$ cat src/rtl/uart_tx_serializer_pkg.sv
// ============================================================================
// Module  : uart_tx_serializer_pkg
// Purpose : Shared definitions for the UART TX serializer. This package holds
//           the default IO window address bits, the status word bit
//           positions and the transmit FSM state encoding.
// Ports   : none (package)
// Config  : the IO_MEM_MAP_BIT and UART_MEM_MAP_BIT macros may be predefined
//           to relocate the IO window. Otherwise the defaults below apply.
// Revision: 1.0 - initial release
// ============================================================================
`default_nettype none

`ifndef IO_MEM_MAP_BIT
`define IO_MEM_MAP_BIT 22
`endif
`ifndef UART_MEM_MAP_BIT
`define UART_MEM_MAP_BIT 3
`endif

package uart_tx_serializer_pkg;

    // Bit positions inside the status word returned on reads of the window
    localparam int UART_ST_BUSY_BIT  = 0;
    localparam int UART_ST_FULL_BIT  = 1;
    localparam int UART_ST_EMPTY_BIT = 2;
    localparam int UART_ST_OVF_BIT   = 3;
    localparam int UART_ST_CNT_LSB   = 8;
    localparam int UART_ST_CNT_W     = 4;

    typedef enum logic [1:0] {
        UART_TX_IDLE  = 2'd0,
        UART_TX_START = 2'd1,
        UART_TX_DATA  = 2'd2,
        UART_TX_STOP  = 2'd3
    } uart_tx_state_e;

endpackage

`default_nettype wire

$ cat src/rtl/uart_tx_serializer_if.sv
// ============================================================================
// Module  : uart_tx_serializer_if
// Purpose : CPU memory bus slice seen by the UART TX serializer.
// Ports   : mem_addr  - byte address
//           mem_rstrb - read strobe
//           mem_rdata - registered status word
//           mem_wmask - byte write mask
//           mem_wdata - write data
//           master    - CPU side; slave - serializer side
// Revision: 1.0 - initial release
// ============================================================================
`default_nettype none

interface uart_tx_serializer_if;
    logic [31:0] mem_addr;
    logic        mem_rstrb;
    logic [31:0] mem_rdata;
    logic [3:0]  mem_wmask;
    logic [31:0] mem_wdata;

    modport master (output mem_addr, mem_rstrb, mem_wmask, mem_wdata, input mem_rdata);
    modport slave  (input mem_addr, mem_rstrb, mem_wmask, mem_wdata, output mem_rdata);
endinterface

`default_nettype wire

$ cat src/rtl/uart_tx_fifo.sv
// ============================================================================
// Module  : uart_tx_fifo
// Purpose : Byte buffer for the UART transmitter.
//           - DEPTH > 1: circular buffer with wrap-bit pointers.
//           - DEPTH == 1: single holding register.
//           The caller only pushes when the buffer is not full or a pop
//           happens in the same cycle. Data is read combinationally at the
//           read pointer.
// Ports   : clk, rst (sync active-high)
//           push_i / wdata_i   - write one entry
//           pop_i  / rdata_o   - consume the head entry
//           full_o, empty_o    - pointer-derived flags
//           count_o            - occupancy
// Revision: 1.0 - initial release
// ============================================================================
`default_nettype none

module uart_tx_fifo #(
    parameter int WIDTH = 8,
    parameter int DEPTH = 8,
    parameter int CNT_W = 4
) (
    input  wire logic             clk,
    input  wire logic             rst,
    input  wire logic             push_i,
    input  wire logic [WIDTH-1:0] wdata_i,
    input  wire logic             pop_i,
    output logic      [WIDTH-1:0] rdata_o,
    output logic                  full_o,
    output logic                  empty_o,
    output logic      [CNT_W-1:0] count_o
);

    generate
        if (DEPTH > 1) begin : g_fifo
            localparam int AW = $clog2(DEPTH);

            logic [WIDTH-1:0] mem_q [DEPTH];
            logic [AW:0]      wr_ptr_q, wr_ptr_d;
            logic [AW:0]      rd_ptr_q, rd_ptr_d;

            always_comb begin
                wr_ptr_d = wr_ptr_q;
                rd_ptr_d = rd_ptr_q;
                if (push_i) wr_ptr_d = wr_ptr_q + 1'b1;
                if (pop_i)  rd_ptr_d = rd_ptr_q + 1'b1;
            end

            always_ff @(posedge clk) begin
                if (rst) begin
                    wr_ptr_q <= '0;
                    rd_ptr_q <= '0;
                end else begin
                    wr_ptr_q <= wr_ptr_d;
                    rd_ptr_q <= rd_ptr_d;
                end
            end

            // Storage needs no reset because the pointers define validity
            always_ff @(posedge clk) begin
                if (push_i) mem_q[wr_ptr_q[AW-1:0]] <= wdata_i;
            end

            // Equal indices mean full or empty. The wrap bit tells them apart.
            assign rdata_o = mem_q[rd_ptr_q[AW-1:0]];
            assign empty_o = (wr_ptr_q == rd_ptr_q);
            assign full_o  = (wr_ptr_q[AW] != rd_ptr_q[AW]) &&
                             (wr_ptr_q[AW-1:0] == rd_ptr_q[AW-1:0]);
            assign count_o = CNT_W'(wr_ptr_q - rd_ptr_q);
        end else begin : g_hold
            logic [WIDTH-1:0] data_q, data_d;
            logic             valid_q, valid_d;

            always_comb begin
                data_d  = data_q;
                valid_d = valid_q;
                if (pop_i)  valid_d = 1'b0;
                // A push in the same cycle as a pop refills the slot
                if (push_i) begin
                    data_d  = wdata_i;
                    valid_d = 1'b1;
                end
            end

            always_ff @(posedge clk) begin
                if (rst) begin
                    data_q  <= '0;
                    valid_q <= 1'b0;
                end else begin
                    data_q  <= data_d;
                    valid_q <= valid_d;
                end
            end

            assign rdata_o = data_q;
            assign empty_o = ~valid_q;
            assign full_o  = valid_q;
            assign count_o = CNT_W'(valid_q);
        end
    endgenerate

endmodule

`default_nettype wire

$ cat src/rtl/uart_tx_serializer.sv
// ============================================================================
// Module  : uart_tx_serializer
// Purpose : Accepts CPU byte writes to the UART IO window and buffers them.
//           It sends each byte on tx_o as an 8N1 frame and returns a status
//           word on reads of the same window.
// Ports   : clk, rst       - clock, synchronous active-high reset
//           mem (slave)    - addr/rstrb/rdata/wmask/wdata bus slice
//           tx_o           - serial line, idles high, driven from a flop
// Config  : UART_TX_FIFO_EN defined  -> FIFO of FIFO_DEPTH entries
//           UART_TX_FIFO_EN undefined -> single holding register
// Status  : [0] busy [1] full [2] empty [3] overflow [11:8] occupancy
// Revision: 1.0 - initial release
// ============================================================================
`default_nettype none

module uart_tx_serializer
    import uart_tx_serializer_pkg::*;
#(
    parameter int IO_MEM_MAP_BIT   = `IO_MEM_MAP_BIT,
    parameter int UART_MEM_MAP_BIT = `UART_MEM_MAP_BIT,
    parameter int CLKS_PER_BIT     = 868,
    parameter int FIFO_DEPTH       = 8
) (
    input  wire logic            clk,
    input  wire logic            rst,
    uart_tx_serializer_if.slave  mem,
    output logic                 tx_o
);

`ifdef UART_TX_FIFO_EN
    localparam int C_BUF_DEPTH = FIFO_DEPTH;
`else
    // FIFO_DEPTH has no effect in the single-register build
    localparam int C_BUF_DEPTH = (FIFO_DEPTH > 0) ? 1 : 1;
`endif
    localparam int C_CNT_W = $clog2(CLKS_PER_BIT);

    // ---------------- decode ----------------
    logic w_sel, w_rd, w_push_req, w_push, w_pop;
    logic w_full, w_empty;
    logic [7:0] w_head;
    logic [UART_ST_CNT_W-1:0] w_count;
    logic w_unused_bits;

    assign w_sel      = mem.mem_addr[IO_MEM_MAP_BIT] & mem.mem_addr[UART_MEM_MAP_BIT];
    assign w_rd       = w_sel & mem.mem_rstrb;
    assign w_push_req = w_sel & mem.mem_wmask[0];
    // A full buffer still takes a byte when the FSM pops in the same cycle
    assign w_push     = w_push_req & (~w_full | w_pop);
    assign w_unused_bits = ^{mem.mem_addr, mem.mem_wmask[3:1], mem.mem_wdata[31:8]};

    uart_tx_fifo #(
        .WIDTH (8),
        .DEPTH (C_BUF_DEPTH),
        .CNT_W (UART_ST_CNT_W)
    ) u_fifo (
        .clk     (clk),
        .rst     (rst),
        .push_i  (w_push),
        .wdata_i (mem.mem_wdata[7:0]),
        .pop_i   (w_pop),
        .rdata_o (w_head),
        .full_o  (w_full),
        .empty_o (w_empty),
        .count_o (w_count)
    );

    // ---------------- state ----------------
    uart_tx_state_e       state_q, state_d;
    logic [C_CNT_W-1:0]   cnt_q, cnt_d;
    logic [2:0]           idx_q, idx_d;
    logic [7:0]           shift_q, shift_d;
    logic                 tx_q, tx_d;
    logic                 ovf_q, ovf_d;
    logic [31:0]          rdata_q, rdata_d;
    logic [31:0]          w_status;
    logic                 w_bit_end;

    assign w_bit_end = (cnt_q == C_CNT_W'(CLKS_PER_BIT - 1));

    // tx_d holds the line level for the next cycle. tx_o is a flop and
    // therefore free of glitches.
    always_comb begin
        state_d = state_q;
        cnt_d   = cnt_q + 1'b1;
        idx_d   = idx_q;
        shift_d = shift_q;
        tx_d    = tx_q;
        w_pop   = 1'b0;
        case (state_q)
            UART_TX_IDLE: begin
                cnt_d = '0;
                tx_d  = 1'b1;
                if (!w_empty) begin
                    w_pop   = 1'b1;
                    shift_d = w_head;
                    state_d = UART_TX_START;
                    tx_d    = 1'b0;
                end
            end
            UART_TX_START: begin
                if (w_bit_end) begin
                    cnt_d   = '0;
                    idx_d   = '0;
                    state_d = UART_TX_DATA;
                    tx_d    = shift_q[0];
                end
            end
            UART_TX_DATA: begin
                if (w_bit_end) begin
                    cnt_d   = '0;
                    shift_d = {1'b0, shift_q[7:1]};
                    if (idx_q == 3'd7) begin
                        state_d = UART_TX_STOP;
                        tx_d    = 1'b1;
                    end else begin
                        idx_d = idx_q + 3'd1;
                        tx_d  = shift_q[1];
                    end
                end
            end
            UART_TX_STOP: begin
                if (w_bit_end) begin
                    cnt_d = '0;
                    if (!w_empty) begin
                        // Chain straight into the next frame, with no idle gap
                        w_pop   = 1'b1;
                        shift_d = w_head;
                        state_d = UART_TX_START;
                        tx_d    = 1'b0;
                    end else begin
                        state_d = UART_TX_IDLE;
                        tx_d    = 1'b1;
                    end
                end
            end
            default: begin
                state_d = UART_TX_IDLE;
                tx_d    = 1'b1;
            end
        endcase
    end

    // ---------------- status / overflow ----------------
    always_comb begin
        w_status = '0;
        w_status[UART_ST_BUSY_BIT]  = (state_q != UART_TX_IDLE);
        w_status[UART_ST_FULL_BIT]  = w_full;
        w_status[UART_ST_EMPTY_BIT] = w_empty;
        w_status[UART_ST_OVF_BIT]   = ovf_q;
        w_status[UART_ST_CNT_LSB +: UART_ST_CNT_W] = w_count;

        rdata_d = rdata_q;
        if (w_rd) rdata_d = w_status;

        // If a drop happens in the same cycle as a read, the drop wins.
        // This keeps the new overflow visible to the next read.
        ovf_d = ovf_q;
        if (w_rd) ovf_d = 1'b0;
        if (w_push_req && !w_push) ovf_d = 1'b1;
    end

    always_ff @(posedge clk) begin
        if (rst) begin
            state_q <= UART_TX_IDLE;
            cnt_q   <= '0;
            idx_q   <= '0;
            shift_q <= '0;
            tx_q    <= 1'b1;
            ovf_q   <= 1'b0;
            rdata_q <= '0;
        end else begin
            state_q <= state_d;
            cnt_q   <= cnt_d;
            idx_q   <= idx_d;
            shift_q <= shift_d;
            tx_q    <= tx_d;
            ovf_q   <= ovf_d;
            rdata_q <= rdata_d;
        end
    end

    assign tx_o          = tx_q;
    assign mem.mem_rdata = rdata_q;

endmodule

`default_nettype wire

$ cat src/flat_wrapper.sv
// flat-port wrapper written by rule: the top's interface ports become plain ports
module uart_tx_serializer_flat import uart_tx_serializer_pkg::*;
#(
    parameter int IO_MEM_MAP_BIT   = `IO_MEM_MAP_BIT,
    parameter int UART_MEM_MAP_BIT = `UART_MEM_MAP_BIT,
    parameter int CLKS_PER_BIT     = 868,
    parameter int FIFO_DEPTH       = 8
)
  (clk, rst, tx_o, mem_mem_addr, mem_mem_rstrb, mem_mem_wmask, mem_mem_wdata, mem_mem_rdata);
  uart_tx_serializer_if mem_i ();
  input  wire logic clk;
  input  wire logic rst;
  output logic tx_o;
  input wire logic [$bits(mem_i.mem_addr)-1:0] mem_mem_addr;
  input wire logic [$bits(mem_i.mem_rstrb)-1:0] mem_mem_rstrb;
  input wire logic [$bits(mem_i.mem_wmask)-1:0] mem_mem_wmask;
  input wire logic [$bits(mem_i.mem_wdata)-1:0] mem_mem_wdata;
  output wire logic [$bits(mem_i.mem_rdata)-1:0] mem_mem_rdata;
  assign mem_i.mem_addr = mem_mem_addr;
  assign mem_i.mem_rstrb = mem_mem_rstrb;
  assign mem_i.mem_wmask = mem_mem_wmask;
  assign mem_i.mem_wdata = mem_mem_wdata;
  assign mem_mem_rdata = mem_i.mem_rdata;
  uart_tx_serializer #(.IO_MEM_MAP_BIT(IO_MEM_MAP_BIT), .UART_MEM_MAP_BIT(UART_MEM_MAP_BIT), .CLKS_PER_BIT(CLKS_PER_BIT), .FIFO_DEPTH(FIFO_DEPTH)) u_core (.clk(clk), .rst(rst), .mem(mem_i), .tx_o(tx_o));
endmodule
$ cat config.mk
export PLATFORM = sky130hd
export DESIGN_NAME = uart_tx_serializer_flat
export DESIGN_NICKNAME = d
export VERILOG_FILES = /design/src/rtl/uart_tx_serializer_pkg.sv /design/src/rtl/uart_tx_serializer_if.sv /design/src/rtl/uart_tx_fifo.sv /design/src/rtl/uart_tx_serializer.sv /design/src/flat_wrapper.sv
export SDC_FILE = /design/constraint.sdc
export NUM_CORES = 1
export LEC_CHECK = 0
export ABC_AREA = 1
export BUFFER_PORTS_ARGS = -buffer_cell sky130_fd_sc_hd__buf_4
export CAP_MARGIN = 20
export CORE_MARGIN = 4
export CORE_UTILIZATION = 49
export CTS_BUF_LIST = sky130_fd_sc_hd__clkbuf_4 sky130_fd_sc_hd__clkbuf_8 sky130_fd_sc_hd__clkbuf_16
export CTS_CLUSTER_SIZE = 30
export DETAILED_ROUTE_END_ITERATION = 8
export PLACE_DENSITY_LB_ADDON = 0.12
export SLEW_MARGIN = 5
export SYNTH_ARGS = -nofsm -noshare
export SYNTH_HDL_FRONTEND = slang
export SYNTH_SLANG_ARGS = --single-unit
export TNS_END_PERCENT = 20
$ cat constraint.sdc
create_clock -name clk -period 4.1 [get_ports clk]
set_clock_uncertainty 0.1 [all_clocks]
set_input_delay 0.205 -clock clk [delete_from_list [all_inputs] [get_ports clk]]
set_output_delay 0.205 -clock clk [all_outputs]
set_load 0.02 [all_outputs]
-- Word level (Yosys, flattened, before mapping)
Cells that the tools add are included.
W data, S select, Z words.
- add/sub/neg operators: 2
- multiply operators: 0
- divide/modulo/power cells: 0
- $lt $le $gt $ge: 0
- equality and inequality tests: 11
- shift operators: 0
- muxes and demuxes: 30
- bitwise logic cells: 6
- reductions and logical operators: 13
- operators with widths (kind ; number):
    $mux W8 ; 3
    $pmux W8 S3 ; 1
    $pmux W10 S2 ; 1
    $mux W1 ; 12
    $add A10 B1 Y10 const B ; 1
    $eq A10 B10 Y1 const B ; 1
    $mux W10 ; 1
    $mux W2 ; 5
    $mux W3 ; 3
    $ne A2 B1 Y1 const B ; 4
    $pmux W2 S4 ; 1
    $reduce_bool A2 Y1 ; 4
    $pmux W3 S2 ; 1
    $reduce_and A3 Y1 ; 2
    $reduce_and A5 Y1 ; 1
    $and A1 B1 Y1 ; 4
    $eq A2 B2 Y1 const B ; 2
    $ne A2 B2 Y1 const B ; 2
    $pmux W1 S4 ; 1
    $reduce_and A4 Y1 ; 1
    $add A3 B1 Y3 const B ; 1
    $eq A3 B3 Y1 const B ; 1
    $reduce_bool A3 Y1 ; 1
    $reduce_or A3 Y1 ; 1
    other kinds (7) ; 7
- flip-flop bits (word level): 39
- bits in latches: 0
- bits in writable memories: 0
- memory bits (read-only): 0
- memories kept: 0

-- Longest topological paths before layout
- depth in word-level cells: 8
- mapped depth: 11
- depth with buffers taken out: 10

-- Cells and area by module
From an unflattened synthesis, not the netlist that was laid out.
- cells, all modules: 294
- area, all modules: 2287.2 um^2
- by module, submodules not included (module ; times used ; cells an instance ; area each (um^2)):
    uart_tx_serializer ; 1 ; 250 ; 1945.6
    uart_tx_fifo ; 1 ; 44 ; 341.6

-- Worst setup path before layout
OpenSTA, ideal clock, no wires.
- kind: reg-to-reg
- from: register u_core.state_q[0]
- to: register u_core.state_q[0]
- arrival: 1.548 ns
- data required time: 3.870 ns
- setup slack: 2.321 ns
- stages on the path, launching flop included: 9
- period minus slack after synthesis: 1.779 ns
- cell sequence: dfxtp_1 -> inv_1 -> ha_1 -> buf_2 -> or2_2 -> o21ai_2 -> nand2_1 -> o21ai_0 -> a21oi_1
- word-level cells in the longest chain between the ends: 3
- elaborated cells on any way between the ends: 11
- classes of those cells: eq/ne: 8; mux: 1; reduce/logical: 2
- RTL lines (element ; line ; RTL):
    start, declared ; uart_tx_serializer.sv:69 ; uart_tx_state_e state_q, state_d;
    start signal, assigned ; uart_tx_serializer.sv:173 ; state_q <= state_d;
    $eq A2 B2 Y1, or another cell as far along ; uart_tx_serializer.sv:90 ; case (state_q)
    $ne A2 B1 Y1 (no source line) or $ne A2 B2 Y1 (tied branches) ; n/a ;
    $reduce_and A5 Y1 (no source line) ; n/a ;
Several ways; a longest one is shown, not always the timed one.
A chain may end at the register's enable or synchronous reset.

-- Worst setup path in the final report
- from: register u_core.state_q[0]
- to: register u_core.shift_q[7]
- word-level cells in the longest chain between the ends: 3
- elaborated cells on any way between the ends: 8
- classes of those cells: eq/ne: 4; mux: 1; reduce/logical: 3
- RTL lines (element ; line ; RTL):
    $eq A2 B2 Y1 or $logic_not A2 Y1 (tied branches) ; uart_tx_serializer.sv:90 ;
    $ne A2 B1 Y1 (no source line) or $reduce_bool A3 Y1 (tied branches) ; n/a ;
    $reduce_and A3 Y1 (no source line) ; n/a ;
    end signal, assigned ; uart_tx_serializer.sv:176 ; shift_q <= shift_d;
    end, declared ; uart_tx_serializer.sv:72 ; logic [7:0] shift_q, shift_d;
Several ways; a longest one is shown, not always the timed one.

==> flow_summary.json <==
{
  "status": "finished clean",
  "synthTopCellsByArea": "dfxtp_1, buf_4, nand2_1",
  "path_class": "reg2reg",
  "grt_usage": 0.1420,
  "fin_area_mm2": 0.002190,
  "clockRootBuffer": "clkbuf_8",
  "yosysSeqAreaShare": 0.3654,
  "cts_tree": "done",
  "dpl.hpwl_mm": 2.653,
  "postRouteAntennaNets": 0,
  "die_w_um": 73.19,
  "wl_per_cell_um": 10.79,
  "synthMuxAreaShare": 0,
  "fp-row-count": 23,
  "ctsLongestPathBuffers": 2,
  "timing.rr.start": "u_core.state_q[0]$_SDFFE_PP0P_",
  "fillers": 414,
  "synth_top_family_by_area": "simple AND/OR/NAND/NOR gates",
  "period_minus_slack_ps": 2090,
  "cp-start-kind": "flip-flop",
  "worstHoldPathType": "in2reg",
  "r2r_slack_ps": 2010,
  "ctsHtreeMaxLevel": 2,
  "viasPerCell": 4.659,
  "syn_to_final_growth_pct": 5.168,
  "max_freq_mhz": 478.6,
  "setup_viol": 0,
  "ir_worst_vdd_uv": 200.5,
  "grt-ovfl-total": 0,
  "cp-endpoint": "u_core.shift_q[7]$_SDFFE_PP0P_",
  "finalCritPeriodShare": 0.5097,
  "hold_viol_final": 0,
  "rr_endpoint": "u_core.shift_q[7]$_SDFFE_PP0P_",
  "yosys.area_share.simple": 0.2476,
  "post_cts_buffers": 0,
  "core_mm2": 0.004058,
  "ctsResizeCount": 0,
  "rr_worst_depth": 8,
  "clock_latency_ps": 290,
  "synth_top_area_share": 0.3654,
  "initial_utilization": 0.5131,
  "yosys.area_share.adder": 0.05409,
  "grt_antenna_before_repair": 0,
  "first_global_vias": 1384,
  "drive_above_1_share": 0.1690,
  "antenna_cells": 0,
  "synth.distinct_cells": 36,
  "required_ps": 4220,
  "clkTransAtPathRegs_ps": 70,
  "layout_common_cells": "nand2_1, dfxtp_1, nor2_1, inv_1, conb_1",
  "gp_congestion": 0.8089,
  "holdBufCountCts": 0,
  "end_kind": "flip-flop",
  "power_density_mw_per_mm2": 443.1,
  "wirelength_mm": 3.668,
  "setup_tns_ps": 0,
  "critical_path_arrival_ps": 2210,
  "first_pass_iters": 4,
  "syn_area_mm2": 0.002082,
  "cap_violations": 0,
  "synth_compound_area_frac": 0.1370,
  "placed_cell_area_mm2": 0.002107,
  "rsz0062_at_grt": "no",
  "vias": 1584,
  "cts_made_buffers": 5,
  "grt_max_degree": 22,
  "crit_path_start": "u_core.state_q[0]$_SDFFE_PP0P_",
  "grt_pass1_wl_mm": 5.975,
  "relSlewSlack": 0.4420,
  "yosysTopAreaCell": "dfxtp_1",
  "leakagePower_nw": 1.012,
  "layout.nets": 371,
  "ios": 104,
  "ys_warn_count": 0,
  "cp_max_fo": 13,
  "drc": 0,
  "tightest_slew_ps": 837.1,
  "dieArea_mm2": 0.005356,
  "final_common_cell": "nand2_1",
  "ys_seq_elements": 38,
  "syn_inst": 275,
  "syn_area_per_cell_um2": 7.571,
  "io_buffers": 19,
  "die_height_um": 73.19,
  "first_iter_violations": 76,
  "cts_sinks": 38,
  "synth_xor_area_frac": 0.004207,
  "slew_viol_final": 0
}
==> sequential cells by signal, summed over array words and instances, names as in the netlist <==
signal                 count
u_core.u_fifo.full_o       1
u_core.cnt_q              10
u_core.shift_q             8
u_core.u_fifo.rdata_o      8
u_core.state_q             2
u_core.mem.mem_rdata       4
u_core.idx_q               3
u_core.tx_o                1
u_core.ovf_q               1
==> worst max-delay path, cell delays in order (launching register included) <==
cell,delay (ps)
dfxtp_1,360
inv_1,130
ha_1,380
inv_1,300
a21oi_1,310
nand2_4,130
clkinv_2,120
nand3_1,80
a21oi_1,120
==> layout make-up <==
cell class,count,area (um^2),share of cell area
flip-flops and latches,38,760.7,0.3474
inverters,31,117.6,0.05371
repair buffers,19,142.6,0.06514
multi-input cells,196,1023,0.4674
well taps,50,62.56,0.02857
clock buffers,6,82.58,0.03771
==> report_power, final <==
group / internal, mW / switching [mW]
Sequential: 0.419 / 0.0310
Clock: 0.129 / 0.118
Combinational: 0.0939 / 0.179
Total: 0.642 / 0.328
==> synth_stat cells, drive strengths merged <==
cell type / count
buf: 33
nand3: 18
o21ai: 17
clkbuf: 3
a22oi: 1
o21a: 1
a211oi: 1
a21oi: 25
dfxtp: 38
o22ai: 1
o211ai: 1
nor2: 32
inv: 29
clkinv: 2
nor3b: 2
nand2: 50
and3: 3
nor3: 3
conb: 1
ha: 9
or2: 3
o221ai: 1
xor2: 1
==> logic make-up after synthesis <==
family,count (synthesis)
AND/OR/NAND/NOR,111
buffers and inverters,67
AO/OA/AOI/OAI,48
flip-flops,38
adder cells (fa/ha/maj),9
XOR/XNOR,1
other,1
==> per-stage QoR <==
step,hold WS (ps),util,power [mW],std cells,worst slack (ps)
CTS,51.46,0.5396,0.9816,340,1994
floorplan,317.9,-,0.6924,301,2321
finish,54.75,0.5396,0.9701,340,2010
global placement,326.4,0.5193,0.7253,334,1979
detailed placement,339.2,0.5193,0.7288,334,2026
global route,58.60,0.5396,1.033,340,1789
==> per-layer routing <==
layer  routed length [um]  up-vias  GRT usage
met5                    0        -          0
met4                   44        0    0.04303
met3                  269        6    0.05096
met2                 1601       43     0.2175
met1                 1753      685     0.1866
li1                     -      850          -
==> worst min path at each step <==
stage	cells past startpoint	endpoint	start
after global routing	2	u_core.state_q[0]$_SDFFE_PP0P_	rst
final	2	u_core.idx_q[1]$_SDFFE_PP0P_	rst
after floorplan	1	u_core.cnt_q[0]$_SDFF_PP0_	u_core.cnt_q[0]$_SDFF_PP0_
after detailed placement	1	u_core.cnt_q[0]$_SDFF_PP0_	u_core.cnt_q[0]$_SDFF_PP0_
after CTS	2	u_core.idx_q[1]$_SDFFE_PP0P_	rst
after global placement	1	u_core.cnt_q[0]$_SDFF_PP0_	u_core.cnt_q[0]$_SDFF_PP0_
Note: power is estimated with default switching activity, not from simulation.
